**src/rtl/sh2_bus_arbiter.sv**
```systemverilog
// -----------------------------------------------------------------------------
// sh2_bus_arbiter
//
// Arbitrates the shared external system bus between the master SH7604 (the
// parked owner), the slave SH7604 and one external DMA master. The master is
// asked to let go of the bus through its BRLS_N pin and confirms with BGR_N.
// The slave CPU's BGR_N pin is used as its bus request, and its BRLS_N pin is
// used as the acknowledge. OWNER tells the top level which requester's
// address, data and strobes to steer onto the shared bus.
//
// Ports
//   CLK, RST_N   system clock, asynchronous active-low reset
//   CE_R         clock enable; state advances only on CE_R=1
//   EN           run enable; state is frozen while 0
//   RES_N        synchronous soft reset, active low, qualified by CE_R
//   MSH_BRLS_N   release request to the master CPU (0 = please release)
//   MSH_BGR_N    master CPU grant (0 = bus released)
//   SSH_BREQ_N   slave CPU bus request (active low)
//   SSH_BACK_N   slave CPU bus acknowledge (active low)
//   EXT_REQ      external DMA request (level)
//   EXT_LOCK     external DMA keeps the bus regardless of EXT_REQ
//   EXT_GNT      external DMA grant
//   OWNER        0 master, 1 slave, 2 external, 3 none/turnaround
//   TMO_IRQ      one-CE-cycle pulse when a waiting requester hits HOLD_MAX
// -----------------------------------------------------------------------------
module sh2_bus_arbiter #(
  parameter bit          RR_EN    = 1'b1,
  parameter int unsigned HOLD_MAX = 255
) (
  input  logic       CLK,
  input  logic       RST_N,
  input  logic       CE_R,
  input  logic       EN,
  input  logic       RES_N,
  output logic       MSH_BRLS_N,
  input  logic       MSH_BGR_N,
  input  logic       SSH_BREQ_N,
  output logic       SSH_BACK_N,
  input  logic       EXT_REQ,
  input  logic       EXT_LOCK,
  output logic       EXT_GNT,
  output logic [1:0] OWNER,
  output logic       TMO_IRQ
);

  typedef enum logic [2:0] {
    M_OWN,  // master owns the bus (parked)
    REL,    // release requested from master, waiting for its grant
    DEAD,   // turnaround after the master released; winner picked here
    S_OWN,  // slave CPU owns the bus
    E_OWN,  // external DMA owns the bus
    DEAD2,  // turnaround after a non-master owner released
    RET     // bus being handed back, waiting for master to take it
  } state_t;

  localparam logic [1:0] OWN_MASTER = 2'd0;
  localparam logic [1:0] OWN_SLAVE  = 2'd1;
  localparam logic [1:0] OWN_EXT    = 2'd2;
  localparam logic [1:0] OWN_NONE   = 2'd3;

  localparam logic [9:0] HOLD_SAT  = 10'h3FF;
  localparam logic [9:0] HOLD_LAST = 10'(HOLD_MAX - 1);

  state_t     state_q, state_d;
  logic       last_ext_q, last_ext_d;  // 1: external was served last, slave is next
  logic [9:0] hold_q, hold_d;
  logic       tmo_d;
  logic       hold_run;                // the other non-master is waiting this cycle

  logic       pend_s, pend_e;
  assign pend_s = !SSH_BREQ_N;
  assign pend_e = EXT_REQ;

  // ---------------------------------------------------------------------------
  // Next-state logic
  // ---------------------------------------------------------------------------
  always_comb begin
    // NOTE: every signal written here gets a default first, so no path through
    // the case statement can leave one unassigned and infer a latch.
    state_d    = state_q;
    last_ext_d = last_ext_q;
    hold_d     = hold_q;
    tmo_d      = 1'b0;
    hold_run   = 1'b0;

    unique case (state_q)
      M_OWN: if (pend_s || pend_e) state_d = REL;

      // A grant that arrives together with the requests vanishing still
      // proceeds: the master has already let go, DEAD will route to RET.
      REL: begin
        if (!MSH_BGR_N)              state_d = DEAD;
        else if (!pend_s && !pend_e) state_d = M_OWN;
      end

      DEAD: begin
        if (pend_s && (!pend_e || (RR_EN && last_ext_q))) begin
          state_d    = S_OWN;
          last_ext_d = 1'b0;
          hold_d     = '0;
        end else if (pend_e) begin
          state_d    = E_OWN;
          last_ext_d = 1'b1;
          hold_d     = '0;
        end else begin
          state_d = RET;
        end
      end

      S_OWN: begin
        if (SSH_BREQ_N) state_d = DEAD2;
        else            hold_run = pend_e;
      end

      E_OWN: begin
        if (!EXT_REQ && !EXT_LOCK) state_d = DEAD2;
        else                       hold_run = pend_s;
      end

      // last_ext_q still names the owner that just left, so the "other"
      // requester is the one it does not point at.
      DEAD2: begin
        if (last_ext_q && pend_s) begin
          state_d    = S_OWN;
          last_ext_d = 1'b0;
          hold_d     = '0;
        end else if (!last_ext_q && pend_e) begin
          state_d    = E_OWN;
          last_ext_d = 1'b1;
          hold_d     = '0;
        end else begin
          state_d = RET;
        end
      end

      RET: if (MSH_BGR_N) state_d = M_OWN;

      default: state_d = M_OWN;
    endcase

    // Saturating hold counter; the interrupt fires only on the step that
    // reaches HOLD_MAX, so it cannot repeat while the count sits there.
    if (hold_run && hold_q != HOLD_SAT) begin
      hold_d = hold_q + 10'd1;
      tmo_d  = (hold_q == HOLD_LAST);
    end
  end

  // ---------------------------------------------------------------------------
  // State and registered outputs (outputs decoded from the next state so they
  // change on the same edge as the state)
  // ---------------------------------------------------------------------------
  always_ff @(posedge CLK or negedge RST_N) begin
    // NOTE: sequential state uses non-blocking assignments so every register
    // samples the pre-edge values regardless of statement order.
    if (!RST_N) begin
      state_q    <= M_OWN;
      last_ext_q <= 1'b1;
      hold_q     <= '0;
      MSH_BRLS_N <= 1'b1;
      SSH_BACK_N <= 1'b1;
      EXT_GNT    <= 1'b0;
      OWNER      <= OWN_MASTER;
      TMO_IRQ    <= 1'b0;
    end else if (CE_R) begin
      if (!RES_N) begin
        state_q    <= M_OWN;
        last_ext_q <= 1'b1;
        hold_q     <= '0;
        MSH_BRLS_N <= 1'b1;
        SSH_BACK_N <= 1'b1;
        EXT_GNT    <= 1'b0;
        OWNER      <= OWN_MASTER;
        TMO_IRQ    <= 1'b0;
      end else if (EN) begin
        state_q    <= state_d;
        last_ext_q <= last_ext_d;
        hold_q     <= hold_d;
        MSH_BRLS_N <= (state_d == M_OWN) || (state_d == RET);
        SSH_BACK_N <= (state_d != S_OWN);
        EXT_GNT    <= (state_d == E_OWN);
        TMO_IRQ    <= tmo_d;
        unique case (state_d)
          M_OWN:   OWNER <= OWN_MASTER;
          S_OWN:   OWNER <= OWN_SLAVE;
          E_OWN:   OWNER <= OWN_EXT;
          default: OWNER <= OWN_NONE;
        endcase
      end
    end
  end

endmodule

```
**config.mk**
```make
export PLATFORM = sky130hd
export DESIGN_NAME = sh2_bus_arbiter
export DESIGN_NICKNAME = d
export VERILOG_FILES = /design/src/rtl/sh2_bus_arbiter.sv
export SDC_FILE = /design/constraint.sdc
export NUM_CORES = 1
export LEC_CHECK = 0
export ABC_AREA = 1
export BUFFER_PORTS_ARGS = -buffer_cell sky130_fd_sc_hd__buf_2
export CORE_MARGIN = 2
export CORE_UTILIZATION = 40
export CTS_CLUSTER_SIZE = 30
export DETAILED_ROUTE_END_ITERATION = 7
export PLACE_DENSITY = 0.64
export SYNTH_ARGS = -nofsm -noshare
export SYNTH_HDL_FRONTEND = slang
export SYNTH_SLANG_ARGS = --single-unit
```
**constraint.sdc**
```tcl
create_clock -name CLK -period 3.7 [get_ports CLK]
set_input_delay 0.37 -clock CLK [delete_from_list [all_inputs] [get_ports CLK]]
set_output_delay 0.37 -clock CLK [all_outputs]
set_load 0.005 [all_outputs]
```
==> results.md <==
- The post-cts repair resize count is 0.
- For this configuration, the core starts out at a cell density of 41.53%.
- By instance count, the cell type seen most on the critical path is sky130_fd_sc_hd__nand2_1.
- Traced cell by cell, the critical path runs through ha_1 -> nand3_1 -> nor2_2 -> nand2_2 -> nand2_4 -> inv_4 -> o21ai_4 -> nand2_1 -> nand2_1.
- Sequential elements use 36.67% of the synthesized area.
- The post-synthesis net count is 217.
- The remaining design rule violation count is 0.
- The layout overhead on the synthesized area is 11.01%.
- The floorplan step defined a die boundary enclosing 3923 sq um.
- The root buffer cell is sky130_fd_sc_hd__clkbuf_4.
- The number of buffers on the longest clock path is 2.
- The total of hold buffers inserted after clock tree synthesis is 1.
- The vertical extent of the die is 62.63 microns.
- The number of design-rule violations left by the first detailed-router iteration is 77.
- The total wirelength of the detailed-routed design is 2888 microns.
- The kind of end point of the critical path is a flop.
- Setup repair after global routing left no endpoint under its margin.
- Buffers added to address setup during post-CTS repair amount to 0.
- The top-level I/O count is 15.
- The quantity of I/O buffers inserted on ports is 14.
- Summed over all failing endpoints, the final setup total negative slack is 0 ns.
- The TritonCTS clock tree is done.
- In this run, distinct cell masters in the synthesized netlist total 29.
- 0 antenna diodes ended up in the layout.
- The power per cell area is 351.3 nW/um^2.
- The class of the most critical setup path is reg -> reg.
- The smallest clock period supported by the final layout is computed as 1.736 ns.
- Data arrives at the worst endpoint at 1.99 ns.
- In the post-synthesis netlist, the biggest area contributors are sky130_fd_sc_hd__dfrtp_1, sky130_fd_sc_hd__nand2_1, sky130_fd_sc_hd__nor2_1.
- The total global routing track utilization is 15.40%.
- The post-route standard cell area excluding fillers is 1526 sq um.
- The instance area after placement is 1480 sq um.
- Of the post-synthesis cell area, the dominant cell type holds 30.94%.
- Counting both buffers and inverters, the worst setup path holds a total of 1.
- The largest net degree at the start of global routing is 21.
- Synthesis produced 206 cells.
- The number of clock buffers inserted by TritonCTS is 3.
- After the last flow step, the layout net total stands at 234.
- STA puts the critical path data required time at 3.95 ns.
- The horizontal die dimension is 62.63 microns.
- The number of max-capacitance violations reported is 0.
- The class of the worst hold path is in -> reg.
- Global routing finished with a remaining overflow of 0.
- In this run the cell area of the synthesized design comes to 1375 sq um.
- The first global-routing pass estimated 4850 microns of wire.
- Once detail routing completed, the nets flagged for antenna violations numbered 0.
- Clock-pin slew was measured on the worst setup and hold paths at 0.12 ns.
- The count of final max-slew check failures is 0.
- The count of standard-cell rows is 21.
- The peak ir drop on the vdd network is 0.0002327 V.
- The via count of the first global-routing pass is 1126.
- In the routed layout, each cell is associated on average with a via count of 4.735.
- The nature of the critical path startpoint is a flop.
- Cells with a size suffix above 1 make up 14.41% of the layout.
- The delay of the slowest cell on the worst path is 0.43 ns.
- After detailed routing, the average wire length per cell comes to 10.78 microns.
- The largest individual stage delay along the critical path comes from the cell sky130_fd_sc_hd__dfrtp_1.
- The number of levels the H-tree was split into is 1.
- The via count is 1269.
- Based on the critical path, the design can be clocked at up to 576.0 MHz.
- The fraction of registers with async set or reset after synthesis is 100.0%.
- The synthesized area per cell is 6.675 sq um.
- The insertion delay of the later-clocked pin in the worst-skew pair is 0.30 ns.
- The reported leakage power is 0.0007677 uW.
- The placeable core region is 3311 sq um.
- The Yosys step of the flow raised 0 warnings.
- The total of flip-flops plus latches after synthesis is 20.
- The initial antenna violation count is 0.
- The final setup violation count is 0.
- The slew of the pin with the lowest slew margin is 0.4430 ns.
- The worst-case headroom to the max-slew limit is 70.47%.
- The synthesized design contains 0 enable-type register cells.
- On the final layout, the worst clock skew is 0.004345 ns.
- The most used flip-flop cell after synthesis is sky130_fd_sc_hd__dfrtp_1.
- After legalization and detailed placement, the total HPWL measured 2180 microns.
- The global placement routability congestion is 0.8353.
- The cell class contributing the biggest share of worst-path delay is simple AND/OR/NAND/NOR gates.
- The first TritonRoute pass finished after 4 iterations.
- The part of the cycle the worst path needs is 46.92%.
- The flow ran to the end, and the final reports show no timing, DRC or antenna violations.
- The total clock sinks is 20.
- The number of endpoints with negative hold slack in the final report is 0.
- The top cell type by total area after synthesis is sky130_fd_sc_hd__dfrtp_1.
- The largest fanout of any net on the critical path is 10.
-- synthesized netlist by cell type, types with 2 or more instances --
cell and instances:
sky130_fd_sc_hd__ha_1 2, sky130_fd_sc_hd__nand2_1 77, sky130_fd_sc_hd__o21bai_1 2, sky130_fd_sc_hd__nor2_2 2, sky130_fd_sc_hd__nand3_1 11, sky130_fd_sc_hd__a21oi_1 2, sky130_fd_sc_hd__o21ai_0 9, sky130_fd_sc_hd__dfrtp_1 17
sky130_fd_sc_hd__nand2_2 3, sky130_fd_sc_hd__nand4_1 3, sky130_fd_sc_hd__nor2_1 26, sky130_fd_sc_hd__xor2_1 3, sky130_fd_sc_hd__inv_1 22, sky130_fd_sc_hd__xnor2_1 2, sky130_fd_sc_hd__nor3_1 9, sky130_fd_sc_hd__dfstp_2 3
-- per-layer routing --
metal  track usage, %  vias up  routed length [microns]
li1                 -      683                        -
met1            22.45      558                     1554
met2            22.98       23                     1180
met3            2.342        5                      108
met4            5.833        0                       44
met5                0        -                        0
-- stage by stage --
step	cells	hold WS, ns	total power, uW	setup WS, ns	util, %
6_report	268	0.4370	536.2	1.964	46.11
5_1_grt	268	0.4638	576.2	1.781	46.11
4_1_cts	268	0.4352	542.4	1.941	46.11
3_5_place_dp	263	0.3419	409.7	1.857	44.71
3_3_place_gp	263	0.3434	412.2	1.897	44.71
2_1_floorplan	206	0.07441	366.4	2.189	-
-- layout make-up --
type	instances	area [sq um]
flip-flops and latches	20	504.2
well taps	46	57.56
multi-input cells	160	759.5
repair buffers	15	80.08
fillers	348	1784
clock buffers	4	36.28
inverters	23	88.84
-- cells by family after synthesis --
kind of cell	synth area share (%)
xor gates and xnor gates	3.185
DFF	36.67
AOI/OAI and AO/OA	9.100
and+or+nand+nor	41.13
adders and majority gates	1.820
buffers and inverters	8.099
-- state kept, by name, summed over array words and instances (netlist names) --
register,cells
hold_q,10
state_q,3
OWNER,2
EXT_GNT,1
MSH_BRLS_N,1
SSH_BACK_N,1
TMO_IRQ,1
last_ext_q,1
-- power by group --
group | leakage (uW) | total, uW | internal (uW) | switching [uW]
Clock | 0.0000210 | 130 | 60.1 | 69.6
Sequential | 0.000264 | 271 | 248 | 23.2
Combinational | 0.000482 | 136 | 48.1 | 87.7
Total | 0.000768 | 536 | 356 | 180
-- cell usage in the layout (no fill, tap or decap), drive strengths merged --
master,synthesis,final
ha,2,2
buf,2,14
a211oi,1,1
nor3,9,9
dfstp,3,3
nand4,3,3
nor2,28,28
clkbuf,1,4
o21bai,2,2
nand3b,1,1
inv,23,23
o21a,1,1
nand3,12,12
xor2,3,3
dlygate4sd3,0,1
o21ai,11,11
a21oi,3,3
o22ai,1,1
dfrtp,17,17
nand2,81,81
xnor2,2,2
-- worst min-delay path, cell delays in order --
cell                      delay [ns]
sky130_fd_sc_hd__buf_2          0.10
sky130_fd_sc_hd__nand2_1        0.08
sky130_fd_sc_hd__o22ai_1        0.13
sky130_fd_sc_hd__inv_1          0.06
-- path summary, 6_finish.rpt --
path / slack [ns] / end / startpoint / cells after the start
min reg2reg: 0.50 / OWNER[1]$_DFFE_PN0P_ / OWNER[1]$_DFFE_PN0P_ / 2
min: 0.44 / SSH_BACK_N$_DFFE_PN1P_ / RES_N / 4
max: 1.96 / hold_q[2]$_DFFE_PN0P_ / hold_q[0]$_DFFE_PN0P_ / 9
max in group asynchronous: 2.84 / last_ext_q$_DFFE_PN1P_ / RST_N / 2
max reg2reg: 1.96 / hold_q[2]$_DFFE_PN0P_ / hold_q[0]$_DFFE_PN0P_ / 9
min in group asynchronous: 0.52 / EXT_GNT$_DFFE_PN0P_ / RST_N / 2
No activity file was read; power rests on OpenSTA's default activity.
